## config.mk

```make
export PLATFORM = sky130hd
export DESIGN_NAME = rc4_decrypt
export DESIGN_NICKNAME = d
export VERILOG_FILES = /design/src/rtl/rc4_decrypt.sv
export SDC_FILE = /design/constraint.sdc
export NUM_CORES = 1
export LEC_CHECK = 0
export BUFFER_PORTS_ARGS = -buffer_cell sky130_fd_sc_hd__buf_2
export CAP_MARGIN = 20
export CORE_MARGIN = 3
export CORE_UTILIZATION = 41
export DETAILED_ROUTE_END_ITERATION = 12
export HOLD_SLACK_MARGIN = 0.12
export PLACE_DENSITY = 0.7
export SLEW_MARGIN = 20
export SYNTH_ARGS = -nofsm -noshare
export SYNTH_HDL_FRONTEND = slang
export SYNTH_SLANG_ARGS = --single-unit
```

## constraint.sdc

```tcl
create_clock -name clk -period 2.58 [get_ports clk]
set_input_delay 0.516 -clock clk [delete_from_list [all_inputs] [get_ports clk]]
set_output_delay 0.516 -clock clk [all_outputs]
set_load 0.01 [all_outputs]
```

## src/rtl/rc4_decrypt.sv

```systemverilog
// RC4 keystream (PRGA) and decrypt stage: swaps S bytes, XORs keystream with the ROM, writes plaintext RAM.
// Optional RC4_DECRYPT_CHECK_EN adds an 'invalid' output that stops on a non-lowercase/non-space byte.
module rc4_decrypt #(
    parameter int MSG_LEN = 32,
    parameter int MSG_AW  = 5
) (
    input  logic              clk,
    input  logic              rst,
    input  logic              start,
    output logic              finish,
    output logic [7:0]        address,
    output logic [7:0]        data,
    output logic              wren,
    input  logic [7:0]        q,
    output logic [MSG_AW-1:0] rom_addr,
    input  logic [7:0]        rom_q,
    output logic [MSG_AW-1:0] dec_addr,
    output logic [7:0]        dec_data,
    output logic              dec_wren
`ifdef RC4_DECRYPT_CHECK_EN
    ,
    output logic              invalid
`endif
);

    localparam logic [3:0] IDLE = 4'd0;
    localparam logic [3:0] RD_I = 4'd1;
    localparam logic [3:0] WT_I = 4'd2;
    localparam logic [3:0] RD_J = 4'd3;
    localparam logic [3:0] WT_J = 4'd4;
    localparam logic [3:0] WR_I = 4'd5;
    localparam logic [3:0] WR_J = 4'd6;
    localparam logic [3:0] RD_F = 4'd7;
    localparam logic [3:0] WT_F = 4'd8;
    localparam logic [3:0] OUT  = 4'd9;
    localparam logic [3:0] DONE = 4'd10;

    localparam logic [MSG_AW-1:0] K_LAST = MSG_AW'(MSG_LEN - 1);

    logic [3:0]        state;
    logic [7:0]        i, j, si, sj, f;
    logic [MSG_AW-1:0] k;
    logic [7:0]        plain;
    logic              last_byte;
    logic              stop_early;

    assign plain     = f ^ rom_q;
    assign last_byte = (k == K_LAST);
    assign rom_addr  = k;

`ifdef RC4_DECRYPT_CHECK_EN
    assign stop_early = !(((plain >= 8'h61) && (plain <= 8'h7A)) || (plain == 8'h20));
`else
    assign stop_early = 1'b0;
`endif

    always_ff @(posedge clk) begin
        if (rst) begin
            state  <= IDLE;
            i      <= '0;
            j      <= '0;
            k      <= '0;
            si     <= '0;
            sj     <= '0;
            f      <= '0;
            finish <= 1'b0;
`ifdef RC4_DECRYPT_CHECK_EN
            invalid <= 1'b0;
`endif
        end else begin
            // finish lags DONE by one edge and drops together with the DONE->IDLE exit
            finish <= (state == DONE) && start;
            case (state)
                IDLE: begin
                    if (start) begin
                        i     <= 8'd1;
                        j     <= '0;
                        k     <= '0;
                        state <= RD_I;
`ifdef RC4_DECRYPT_CHECK_EN
                        invalid <= 1'b0;
`endif
                    end
                end
                RD_I: state <= WT_I;
                WT_I: begin
                    si    <= q;
                    j     <= j + q;
                    state <= RD_J;
                end
                RD_J: state <= WT_J;
                WT_J: begin
                    sj    <= q;
                    state <= WR_I;
                end
                WR_I: state <= WR_J;
                WR_J: state <= RD_F;
                RD_F: state <= WT_F;
                WT_F: begin
                    f     <= q;
                    state <= OUT;
                end
                OUT: begin
`ifdef RC4_DECRYPT_CHECK_EN
                    if (stop_early) invalid <= 1'b1;
`endif
                    if (last_byte || stop_early) begin
                        state <= DONE;
                    end else begin
                        k     <= k + 1'b1;
                        i     <= i + 8'd1;
                        state <= RD_I;
                    end
                end
                DONE: if (!start) state <= IDLE;
                default: state <= IDLE;
            endcase
        end
    end

    always_comb begin
        address  = '0;
        data     = '0;
        wren     = 1'b0;
        dec_addr = '0;
        dec_data = '0;
        dec_wren = 1'b0;
        case (state)
            RD_I: address = i;
            RD_J: address = j;
            WR_I: begin
                address = i;
                data    = sj;
                wren    = 1'b1;
            end
            WR_J: begin
                address = j;
                data    = si;
                wren    = 1'b1;
            end
            RD_F: address = si + sj;
            OUT: begin
                dec_addr = k;
                dec_data = plain;
                dec_wren = 1'b1;
            end
            default: ;
        endcase
    end

endmodule

```

==> run summary <==
* 14.5 um — post-detailed-route wirelength per cell
* 0.833 — GPL Wtd Cong
* 0 — Antenna Violating Nets Remaining
* 8480 um^2 — die area
* 0.35 ns — Largest stage delay, worst path
* 0 — hold violation count in the final report
* 92.1 um — Die H
* 0 — ANT cells
* 2.06 ns — data required time of the worst path
* 460 nW/um^2 — pwr dens
* 5.89 mm — Final HPWL DP
* 43.5% — Initial Util
* 470 — count of nets after finishing
* 5.35 — routed via count divided by cell count
* 0.000228 V — IR drop worst, VDD
* 1.18 mW — internal power summed over all cells
* sky130_fd_sc_hd__dfxtp_2 — master of the slowest instance on the critical path
* 0 — # Max-Cap Violations
* yes — clock tree from TritonCTS
* 0.30 ns — insertion delay of the later-clocked pin in the worst-skew pair
* flip-flop — critical path startpoint category
* reg -> out — worst setup path class
* 0 — warning count from the yosys run
* 15.2% — logic gate share of total power
* 1 — number of buffers and inverters on the critical path
* 0 — Remaining Overflow, GRT
* 321 um — met3 wire length
* 519 — cell count after placement
* 707 — filler instances
* met4 — Top Layer Used
* 7.69 mm — total detailed-routing wirelength
* ha_4 > fa_2 > a21o_1 > a21oi_2 > o21bai_1 > mux2i_1 > o21ai_1 > buf_2 — Critical Path, Cell by Cell
* 0.09 ns — Clk pin slew, worst setup/hold paths
* 92.1 um — width of the die
* 41.7% — max_slew headroom
* 3.68 mm — DR WL met2
* 0 — drc violations
* 1.97 ns — WP data arrival
* 5 — first-pass detailed-route iteration total
* 50 — clock sink total
* 55 — Port-buffer cells
* 3040 um^2 — Mapped Area
* output port — critical path capture point type
* 27.7% — fraction of power spent switching nets
* sky130_fd_sc_hd__dfxtp_1 — Primary FF master, synth
* 3550 um^2 — post-route cell area
* 0 ns — Final TNS setup
* compound AO/OA/AOI/OAI gates — crit-path leading delay family
* 0 — total count of max-transition violations in the final report
* 56 — I/O pin count
* 0 — number of antenna violations at the first check in global routing
* 34.1% — part of the power in the clock network
* 3 — top fanout value on the critical path
* 5 — number of buffers created by CTS
* 381 — number of cells produced by synthesis
* 32.9% — sequential-to-total area share from yosys stat
* 0% — Synth async-reset ratio
* 419 — Net Count, Synth
* 50.6% — sequential group share of total power
* 3.53 mm — Met1 Routed Length
* 529 — non-filler instance count after layout
* finished clean — result of the run
* 2582 — via count of the first global-routing pass
* 0 — number of enable-type register cells in the synthesized netlist
* 403 MHz — Max Clock Freq
* 2831 — number of vias in the routed layout
* reg -> reg — Worst Hold Class
* 18.1% — global router's overall resource usage
* 2 — maximum count of clock buffers along a single path
* 1.43 nW — reported leakage power
* 40 — maximum number of pins on one net before global-route repair
* 6980 um^2 — core outline area
* 0 — hold buffers post-CTS
* 7.97 um^2 — Post-Synthesis Mean Instance Area
* 96.3% — part of the cycle the worst path needs
* sky130_fd_sc_hd__clkbuf_8 — clock root buffer master
* 0 — number of endpoints failing setup at the final stage
* 17.0% — post-synthesis to final-layout area growth
* 0.868 ns — transition at the pin with the smallest max-transition slack
* 50 — register bit count reported by yosys
* 50 — library cells used by synthesis
* 3390 um^2 — placed instance area
* 2 — H-tree Lvls
* 0.453 mW — switching component of the power
* 0.00375 ns — maximum clock skew at final layout
* 117 — DRT iter0 DRCs
* 22.2% — fraction of final layout cells sized beyond drive strength 1
* 2.48 ns — Min Clock Period, post-route
* true — RSZ-0062 raised after global routing
* 30 — number of rows created at floorplan
* 12.4 mm — wire length of the first global-routing pass
-- worst reg2reg max path, delay by kind of cell (launching register included) --
kind | cells | cell delay [ns]
AOI/OAI and AO/OA | 2 | 0.54
muxes | 2 | 0.48
DFF | 1 | 0.46
adders and majority gates | 1 | 0.29
and+or+nand+nor | 1 | 0.13
-- power by group through the flow --
stage / registers, mW / clock network [mW] / logic [mW]
global placement: 0.842 / 0 / 0.239
floorplan: 0.825 / 0 / 0.183
finish: 0.827 / 0.558 / 0.249
global route: 0.831 / 0.599 / 0.276
CTS: 0.825 / 0.573 / 0.245
detailed placement: 0.843 / 0 / 0.243
-- cell families (layout without fill, tap and decap cells) --
family / count (synthesis) / count (layout) / share of synthesized area (%)
fa+ha+maj: 19 / 19 / 8.32
buf+inv: 29 / 81 / 4.41
simple gates: 162 / 162 / 26.7
xor+xnor: 24 / 24 / 6.92
mux: 3 / 3 / 1.03
compound gates: 94 / 94 / 19.7
flops: 50 / 50 / 32.9
-- sequential cells by signal (all words and copies together) (netlist names) --
signal / cells
f: 8
i: 8
si: 8
rom_addr: 5
sj: 8
finish: 1
j: 8
state: 4
-- cells in the mapped netlist, drive strengths merged (3+ instances only) --
cell	n	area, um^2
nand3	6	30.0
nand2	63	239
nand4	4	25.0
nor4	3	63.8
nor2b	5	31.3
nand4b	4	35.0
a22oi	16	134
xnor2	19	166
o21bai	3	22.5
xor2	5	43.8
a21oi	44	220
nand2b	7	51.3
and2	5	31.3
nor3	13	65.1
clkbuf	13	48.8
dfxtp	50	1000
a211oi	5	37.5
o21ai	9	45.0
inv	8	30.0
buf	7	50.1
ha	17	213
a21o	5	37.5
nor2	41	156
-- final cells by class --
| class | instances | area [um^2] | area share [%] |
|---|---|---|---|
| flip-flops and latches | 50 | 1010 | 28.4 |
| well taps | 96 | 120 | 3.38 |
| repair buffers | 64 | 343 | 9.65 |
| inverters | 9 | 35.0 | 0.986 |
| clock buffers | 6 | 72.6 | 2.04 |
| multi-input cells | 302 | 1940 | 54.5 |
| clock inverters | 2 | 37.5 | 1.06 |
-- routing by layer --
layer  global-route usage, %  up-vias
li1                        -     1440
met2                    30.4       69
met3                    2.71        9
met4                    5.32        0
met1                    24.0     1313
met5                       0        -
-- worst paths after layout --
check,start,endpoint,slack (ns),depth (start not counted)
worst min register to register,f[2],f[2],0.47,2
worst min-delay path,f[2],f[2],0.47,2
worst max register to register,j[1],j[7],0.58,6
worst max-delay path,sj[0],address[6],0.1,8
-- metrics by stage --
step	hold WS (ns)	worst slack [ns]	total power [mW]	utilization, %
floorplan	0.449	0.315	1.01	-
global placement	0.461	0.196	1.08	48.5
detailed placement	0.463	0.191	1.09	48.5
CTS	0.472	-0.0170	1.64	50.3
global route	0.486	-0.0194	1.71	50.9
finish	0.472	0.0959	1.63	50.9
-- repair_timing --
item	CTS	global route
setup buffers	0	2
gates resized for setup	7	11
pin swaps	1	2
setup endpoints to repair	8	8
-- placed cells by master, fill, tap and decap left out, types with 4 or more instances in the layout --
master	netlist	final
sky130_fd_sc_hd__and2_1	5	5
sky130_fd_sc_hd__a21o_1	5	5
sky130_fd_sc_hd__dfxtp_2	0	7
sky130_fd_sc_hd__nand4_1	4	4
sky130_fd_sc_hd__o21ai_0	9	6
sky130_fd_sc_hd__buf_4	1	9
sky130_fd_sc_hd__a21oi_1	44	42
sky130_fd_sc_hd__a22oi_1	15	15
sky130_fd_sc_hd__nor3_1	13	13
sky130_fd_sc_hd__nor2_1	40	39
sky130_fd_sc_hd__clkbuf_8	0	5
sky130_fd_sc_hd__xnor2_1	19	19
sky130_fd_sc_hd__nand2b_1	6	6
sky130_fd_sc_hd__buf_2	4	55
sky130_fd_sc_hd__nand4b_1	4	4
sky130_fd_sc_hd__nand2_1	62	62
sky130_fd_sc_hd__nand3_1	6	6
sky130_fd_sc_hd__xor2_1	5	5
sky130_fd_sc_hd__dfxtp_1	50	43
sky130_fd_sc_hd__ha_1	17	16
sky130_fd_sc_hd__nor2b_1	5	5
sky130_fd_sc_hd__a211oi_1	5	4
sky130_fd_sc_hd__inv_1	8	8
Power figures use the tool's default switching activity.
